`config.mk`:
```
export PLATFORM = sky130hd
export DESIGN_NAME = buf_tag_ctrl
export DESIGN_NICKNAME = d
export VERILOG_FILES = /design/src/rtl/buf_tag_ctrl.sv
export SDC_FILE = /design/constraint.sdc
export NUM_CORES = 1
export LEC_CHECK = 0
export ABC_AREA = 1
export CAP_MARGIN = 0
export CORE_ASPECT_RATIO = 0.5
export CORE_MARGIN = 2
export CORE_UTILIZATION = 25
export CTS_CLUSTER_SIZE = 12
export DETAILED_ROUTE_END_ITERATION = 10
export SYNTH_ARGS = -nofsm -noshare
export SYNTH_HDL_FRONTEND = slang
export SYNTH_SLANG_ARGS = --single-unit
export TNS_END_PERCENT = 10
```
`constraint.sdc`:
```
create_clock -name clk -period 2.13 [get_ports clk]
set_input_delay 0.213 -clock clk [delete_from_list [all_inputs] [get_ports clk]]
set_output_delay 0.213 -clock clk [all_outputs]
set_load 0.01 [all_outputs]
```
`src/rtl/buf_tag_ctrl.sv`:
```
// rtl/buf_tag_ctrl.sv - tag lookup and allocation controller for a 4-entry buffer pool
//
// Purpose: checks each access tag against four stored tags. A hit returns the
// buffer number. A miss allocates a buffer, choosing a free entry first and
// otherwise the LRU victim supplied by the finder. It then runs a fill handshake
// with the memory side and returns the buffer number.
//
// Ports:
//   clk, rst_n          clock, asynchronous active-low reset
//   acc_valid/acc_tag   access request in; acc_ready is high while IDLE
//   flush               invalidates all entries (IDLE only)
//   resp_valid/buf/hit  registered one-cycle response
//   lru_new_req         new-buffer request to the LRU finder (ALLOC only)
//   lru_ref_num         most recently used buffer, referenced by the finder
//   lru_replc           victim from the finder, valid the cycle after lru_new_req
//   fill_req/buf/tag    fill request to memory side, held until fill_ack
//   fill_evict/old_tag  victim held a valid tag, and that tag
//   fill_ack            fill complete pulse

module buf_tag_ctrl #(
   parameter int TAG_W = 8
) (
   input  logic             clk,
   input  logic             rst_n,
   input  logic             acc_valid,
   input  logic [TAG_W-1:0] acc_tag,
   output logic             acc_ready,
   input  logic             flush,
   output logic             resp_valid,
   output logic [1:0]       resp_buf,
   output logic             resp_hit,
   output logic             lru_new_req,
   output logic [1:0]       lru_ref_num,
   input  logic [1:0]       lru_replc,
   output logic             fill_req,
   output logic [1:0]       fill_buf,
   output logic [TAG_W-1:0] fill_tag,
   output logic             fill_evict,
   output logic [TAG_W-1:0] fill_old_tag,
   input  logic             fill_ack
);

   typedef enum logic [2:0] {IDLE, LOOKUP, ALLOC, REPLC, FILL} state_t;

   state_t           state_q, state_d;
   logic [TAG_W-1:0] tag_q [4];
   logic [TAG_W-1:0] tag_d [4];
   logic [3:0]       valid_q, valid_d;
   logic [1:0]       mru_q, mru_d;
   logic [TAG_W-1:0] req_tag_q, req_tag_d;
   logic             resp_valid_q, resp_valid_d;
   logic [1:0]       resp_buf_q, resp_buf_d;
   logic             resp_hit_q, resp_hit_d;
   logic [1:0]       fill_buf_q, fill_buf_d;
   logic             fill_evict_q, fill_evict_d;
   logic [TAG_W-1:0] fill_old_tag_q, fill_old_tag_d;

   logic             hit;
   logic [1:0]       hit_idx;
   logic             free_any;
   logic [1:0]       free_idx;

   // Tags are unique among valid entries, so at most one match exists.
   // The free search runs downward so that the lowest free index wins.
   always_comb begin
      hit      = 1'b0;
      hit_idx  = 2'd0;
      free_any = 1'b0;
      free_idx = 2'd0;
      for (int i = 3; i >= 0; i--) begin
         if (valid_q[i] && (tag_q[i] == req_tag_q)) begin
            hit     = 1'b1;
            hit_idx = 2'(i);
         end
         if (!valid_q[i]) begin
            free_any = 1'b1;
            free_idx = 2'(i);
         end
      end
   end

   always_ff @(posedge clk or negedge rst_n) begin
      if (!rst_n) state_q <= IDLE;
      else        state_q <= state_d;
   end

   always_comb begin
      state_d = state_q;
      case (state_q)
         IDLE:    if (!flush && acc_valid) state_d = LOOKUP;
         LOOKUP:  state_d = hit ? IDLE : (free_any ? FILL : ALLOC);
         ALLOC:   state_d = REPLC;
         REPLC:   state_d = FILL;
         FILL:    if (fill_ack) state_d = IDLE;
         default: state_d = IDLE;
      endcase
   end

   always_comb begin
      tag_d          = tag_q;
      valid_d        = valid_q;
      mru_d          = mru_q;
      req_tag_d      = req_tag_q;
      resp_valid_d   = 1'b0;
      resp_buf_d     = resp_buf_q;
      resp_hit_d     = resp_hit_q;
      fill_buf_d     = fill_buf_q;
      fill_evict_d   = fill_evict_q;
      fill_old_tag_d = fill_old_tag_q;
      case (state_q)
         IDLE: begin
            if (flush)          valid_d   = 4'b0000;
            else if (acc_valid) req_tag_d = acc_tag;
         end
         LOOKUP: begin
            if (hit) begin
               mru_d        = hit_idx;
               resp_valid_d = 1'b1;
               resp_hit_d   = 1'b1;
               resp_buf_d   = hit_idx;
            end else if (free_any) begin
               mru_d        = free_idx;
               fill_buf_d   = free_idx;
               fill_evict_d = 1'b0;
            end
         end
         REPLC: begin
            mru_d          = lru_replc;
            fill_buf_d     = lru_replc;
            fill_old_tag_d = tag_q[lru_replc];
            fill_evict_d   = 1'b1;
         end
         FILL: begin
            if (fill_ack) begin
               tag_d[fill_buf_q]   = req_tag_q;
               valid_d[fill_buf_q] = 1'b1;
               resp_valid_d        = 1'b1;
               resp_hit_d          = 1'b0;
               resp_buf_d          = fill_buf_q;
            end
         end
         default: ;
      endcase
   end

   always_ff @(posedge clk or negedge rst_n) begin
      if (!rst_n) begin
         for (int i = 0; i < 4; i++) tag_q[i] <= '0;
         valid_q        <= 4'b0000;
         mru_q          <= 2'b11;
         req_tag_q      <= '0;
         resp_valid_q   <= 1'b0;
         resp_buf_q     <= 2'd0;
         resp_hit_q     <= 1'b0;
         fill_buf_q     <= 2'd0;
         fill_evict_q   <= 1'b0;
         fill_old_tag_q <= '0;
      end else begin
         tag_q          <= tag_d;
         valid_q        <= valid_d;
         mru_q          <= mru_d;
         req_tag_q      <= req_tag_d;
         resp_valid_q   <= resp_valid_d;
         resp_buf_q     <= resp_buf_d;
         resp_hit_q     <= resp_hit_d;
         fill_buf_q     <= fill_buf_d;
         fill_evict_q   <= fill_evict_d;
         fill_old_tag_q <= fill_old_tag_d;
      end
   end

   // The finder references lru_ref_num on every edge without lru_new_req.
   // In REPLC the new victim therefore has to be presented directly, because
   // mru_q only picks it up at the end of that cycle.
   assign lru_ref_num  = (state_q == REPLC) ? lru_replc : mru_q;
   assign lru_new_req  = (state_q == ALLOC);
   assign acc_ready    = (state_q == IDLE);
   assign fill_req     = (state_q == FILL);
   assign fill_tag     = req_tag_q;
   assign fill_buf     = fill_buf_q;
   assign fill_evict   = fill_evict_q;
   assign fill_old_tag = fill_old_tag_q;
   assign resp_valid   = resp_valid_q;
   assign resp_buf     = resp_buf_q;
   assign resp_hit     = resp_hit_q;

endmodule

```
# Yosys cells after proc, flatten, opt, wreduce, memory -nomap -nowiden
# Cells that the tools add are included.
word_totals:
  register_bits: 64
  latch_bits: 0
  mem_bits_rw: 0
  rom_bits: 0
  input_bits: 15
  output_inout_bits: 28
  word_cells: 107
  mem_count: 0
op_classes:
  n_addsub: 0
  mul: 0
  div: 0
  order_cmp: 5
  n_eq_ne: 15
  shift: 0
  mux: 50
  bitwise: 4
  n_reduce_logical: 19
ops:
  columns: ["cell", "count"]
  rows:
  - ["bitwise mux 32 bit", 1]
  - ["equality test 8 bit", 4]
  - ["two-way mux 2 bit", 14]
  - ["two-way mux 8 bit", 3]
  - ["binary-select mux 8 bit (select 2 bit)", 1]
  - ["demux 8 bit (select 2 bit)", 1]
  - ["two-way mux 1 bit", 15]
  - ["case mux 3 bit (5 select lines)", 1]
  - ["two-way mux 3 bit", 4]
  - ["case mux 2 bit (2 select lines)", 3]
  - ["AND reduction 3 bit", 4]
  - ["two-way mux 4 bit", 2]
  - ["case mux 4 bit (2 select lines)", 1]
  - ["logical AND 1 bit", 7]
  - ["equality test 3 x 2 -> 1 bit, second input constant", 2]
  - [">= comparator 3 bit, second input constant", 2]
  - ["!= test 2 x 1 -> 1 bit, second input constant", 3]
  - ["!= test 2 bit, second input constant", 3]
  - ["inverter 2 -> 3 bit", 2]
  - ["case mux 1 bit (2 select lines)", 3]
  - ["AND reduction 2 bit", 3]
  - ["nonzero test 2 bit", 3]
  - ["bitwise OR 4 bit", 1]
  - ["equality test 3 x 1 -> 1 bit, second input constant", 1]
  - ["other kinds (9)", 9]

# Depth between registers and ports, before layout
logic_depth:
  ltp_word: 8
  depth_mapped: 14
  ltp_nobuf: 14

# Worst setup path after synthesis
# Ideal clock, no wire load.
synth_timing:
  path_kind: "register to register"
  start: "reg req_tag_q[6], in the netlist fill_tag[6]"
  end: "reg resp_buf_q[0], in the netlist resp_buf[0]"
  setup_ns: 0.116
  arrival_time_ns: 1.391
  t_required_ns: 2.014
  path_slack_ns: 0.622
  path_stages_with_launch: 15
  path_buffers: 0
  synth_period_minus_slack_ns: 1.508
  cell_sequence: "dfrtp_1 -> inv_2 -> nand2_1 -> nand2_1 -> nand2_1 -> nor2_1 -> nand2_1 -> nor2_2 -> nor2_4 -> nand2_2 -> nand2_2 -> nand2_4 -> inv_2 -> nand2_1 -> nand2_1"
synth_between:
  elab_chain_len: 8
  elab_cells_between_ends: 20
  cone_classes: "eq/ne (5); mux (10); reduce/logical (5)"
synth_lines:
  columns: ["element", "line_no", "text"]
  rows:
  - ["start: declaration", "50", "logic [TAG_W-1:0] req_tag_q, req_tag_d;"]
  - ["start signal: assignment", "162", "req_tag_q <= req_tag_d;"]
  - ["equality test 8 bit", "71", "if (valid_q[i] && (tag_q[i] == req_tag_q)) begin"]
  - ["logical AND 1 bit", "71", null]
  - ["two-way mux 2 bit / two-way mux 1 bit (equally long branches) (4 in series)", "71", null]
  - ["two-way mux 2 bit / != test 2 bit (equally long branches)", null, null]
  - ["case mux 2 bit (2 select lines) / AND reduction 3 bit (equally long branches)", null, null]
  - ["end signal: assignment", "164", "resp_buf_q <= resp_buf_d;"]
  - ["end: declaration", "52", "logic [1:0] resp_buf_q, resp_buf_d;"]
# Parallel ways exist; a longest one is shown, timed or not. The select of a mux whose other input is x is not followed.
# A chain may end at the register's enable or synchronous reset.

# Worst setup path after layout
layout_timing:
  start: "reg state_q[2]"
  end: "out lru_ref_num[1]"
layout_between:
  elab_chain_len: 2
layout_lines:
  columns: ["element", "line_no", "text"]
  rows:
  - ["start: declaration", "45", "state_t state_q, state_d;"]
  - ["start signal: assignment", "84", "else state_q <= state_d;"]
  - ["equality test 3 x 2 -> 1 bit", "175", "assign lru_ref_num = (state_q == REPLC) ? lru_replc : mru_q;"]
  - ["two-way mux 2 bit", "175", null]
  - ["end: declaration", "33", "output logic [1:0] lru_ref_num,"]
# No other way between the ends.

==> summary.md <==
| Metric | Value |
|---|---|
| Status | `finished, final reports clean` |
| Routed length per instance | `13.5 um` |
| Slowest stage delay, CP | `0.47 ns` |
| Hold Vio Cnt, Final | `0` |
| Avg Cell Area, Syn | `7.24 um^2` |
| Yosys top cell area share | `43.4%` |
| Fin Hold WS | `~0.41 ns` |
| Tmin final | `2.02 ns` |
| DRC Markers | `0` |
| Synth top cells by count | `nand2_1 (159), dfrtp_1 (62), nor2_1 (52)` |
| Die area | `0.0153 mm^2` |
| Post-DP HPWL | `7.51 mm` |
| TNS Setup | `0 ns` |
| Synth cell types | `31` |
| Leak Pwr | `2.18 nW` |
| Synth area leader | `dfrtp_1` |
| Post-synth EDFFs | `0` |
| Crit-path max FO | `9` |
| Vert. Die Dim | `88.6 um` |
| GPL Wtd Cong | `0.882` |
| Initial antenna violation count | `0` |
| Min-Delay Path Class | `in -> async` |
| Worst clock skew | `approximately 0.0070 ns` |
| Layout net count | `559` |
| Num ports | `43` |
| Largest cells by area after synthesis | `dfrtp_1 (43%), nand2_1 (17%), nor2_1 (5.5%), o21ai_0 (5.3%), inv_1 (5.1%)` |
| Root Buffer | `clkbuf_16` |
| Startpoint Class | `flip-flop` |
| Syn Std Cell Area | `0.00357 mm^2` |
| Sequential area share after synthesis | `between 40% and 50%` |
| Remaining global-route overflow | `0` |
| Slowest CP cell | `clkdlybuf4s50_1` |
| Max clock buf depth | `2` |
| Cell Chain, Critical Path | `inv_2 > nand2_2 > nor2_4 > inv_2 > buf_4 > nand2_1 > nand2_1 > clkdlybuf4s50_1` |
| Largest net degree at the start of global routing | `42` |
| DP Worst Slack | `0.235 ns` |
| Final worst slack | `roughly 0.11 ns` |
| Yosys warns | `0` |
| Crit path arrival time | `1.81 ns` |
| Initial DRC count | `191` |
| Gr usage total | `14.1%` |
| Final WL | `9.96 mm` |
| Antenna cells | `0` |
| Reg clk slew, reported paths | `0.06 ns` |
| ANT nets after route | `0` |
| Setup crit end kind | `output port` |
| Vias per cell | `roughly 4.4` |
| Vias in the first global route | `3094` |
| Area delta synth->final | `26.7%` |
| Starting Density | `26.0%` |
| RSZ-0062 raised after global routing | `false` |
| Syn nets | `about 510` |
| Clock Latency Late Sink | `0.33 ns` |
| Setup-failing EPs final | `0` |
| Worst Max-Slew Pin Slew | `0.621 ns` |
| Die width | `173 um` |
| Core Region | `0.0137 mm^2` |
| Critical path startpoint | `state_q[2]` |
| Vias | `~3300` |
| Max-slew violations | `0` |
| CTS tree | `done` |
| CTS Sinks | `64` |
| Mapped Cells | `494` |
| Slew margin rel. | `58.5%` |
| FF-to-FF Start | `fill_tag[2]` |
| Layout cell share with drive strength beyond 1 | `11.1%` |
| Critical Path RT | `1.92 ns` |
| Global-route wire length before repair | `between 15 and 20 mm` |
| Fin crit share | `a little over nine tenths` |
| Primary FF master, synth | `dfrtp_1` |
| Final Power | `0.00595 W` |
| Max Cap Violations | `0` |
| Asr flop ratio synth | `100%` |
| Synthesis-stage register bit count | `64` |
| Pwr dens | `1310 mW/mm^2` |
| Total CTS buffers | `9` |
| Drt pass-1 iters | `4` |
| R2R depth | `13` |
| Count leader, synth | `nand2_1` |
| CTS H-tree lvls | `3` |
| I/O Buffers | `42` |
| Row cnt | `30` |
| F_max | `about 500 MHz` |
| Max VDD drop | `434 uV` |
| Kind of critical path | `reg -> out` |
## where the power goes
| group | leakage, nW | switching [W] | internal [W] | total [W] |
|---|---|---|---|---|
| Sequential | 0.770 | 0.000521 | 0.00164 | 0.00216 |
| Combinational | 1.26 | 0.00138 | 0.000864 | 0.00224 |
| Clock | 0.143 | 0.000530 | 0.00102 | 0.00155 |
| Total | 2.18 | 0.00243 | 0.00352 | 0.00595 |
## what timing repair did
action,CTS,global route
endpoints found under the setup margin,2,2
gates resized for setup,4,1
hold endpoints to repair,62,0
pin swaps,1,1
setup buffers,1,0
hold buffers,1,0
## critical path: cells and delay by family, from the launching register on
| family | cells | cell delay (ns) |
|---|---|---|
| buf+inv | 4 | 0.77 |
| flops | 1 | 0.39 |
| simple gates | 4 | 0.32 |
## placed cells by master (no fill, tap or decap), types with 9 or more instances in the layout
master,Yosys,final
nand2_1,159,158
buf_4,1,9
a21oi_1,31,31
clkbuf_16,0,9
clkdlybuf4s50_1,0,40
o21ai_0,38,38
inv_2,10,11
dfrtp_1,62,62
nor2_1,52,51
nand3_1,19,19
o21ai_1,19,19
inv_1,49,48
## worst paths after layout
check                            endpoint  slack, ns
max                        lru_ref_num[1]       0.11
min                           fill_tag[4]       0.41
max reg2reg                   resp_buf[0]       0.29
min reg2reg                   resp_buf[1]       0.47
max in group asynchronous        resp_hit       1.25
min in group clk              fill_tag[6]       0.46
## stage by stage
step | instance area (um^2) | util [%] | std cells
finish | 4530 | 33.0 | 740
global route | 4530 | 33.0 | 740
CTS | 4530 | 33.0 | 740
detailed placement | 4200 | 30.5 | 723
global placement | 4200 | 30.5 | 723
floorplan | 3570 | - | 494
## area by class of cell
class	instances	area, um^2
fillers	1485	9210
multi-input cells	356	1650
flip-flops and latches	64	1600
repair buffers	52	495
well taps	192	240
clock buffers	12	236
inverters	61	235
clock inverters	3	67.6
## sequential cells by signal (all words and copies together) (netlist names)
name	flops
fill_buf	2
fill_evict	1
fill_old_tag	8
fill_tag	8
mru_q	2
resp_buf	2
resp_hit	1
resp_valid	1
state_q	3
tag_q	32
valid_q	4
## logic make-up (layout without fill, tap and decap cells)
group | count (synthesis) | after routing | share of synthesized area [%]
buf+inv | 74 | 128 | 9.21
flops | 64 | 64 | 44.9
simple gates | 253 | 253 | 30.6
xor+xnor | 4 | 4 | 0.980
compound gates | 99 | 99 | 14.4
## metal layers
layer  wire, um  GRT usage [%]  vias up
met3        566           4.30       13
met2       4200           21.2       68
met1       5000           19.0     1535
li1           -              -     1673
met5          0              0        -
met4        197           5.55        0
Power figures use the tool's default switching activity.
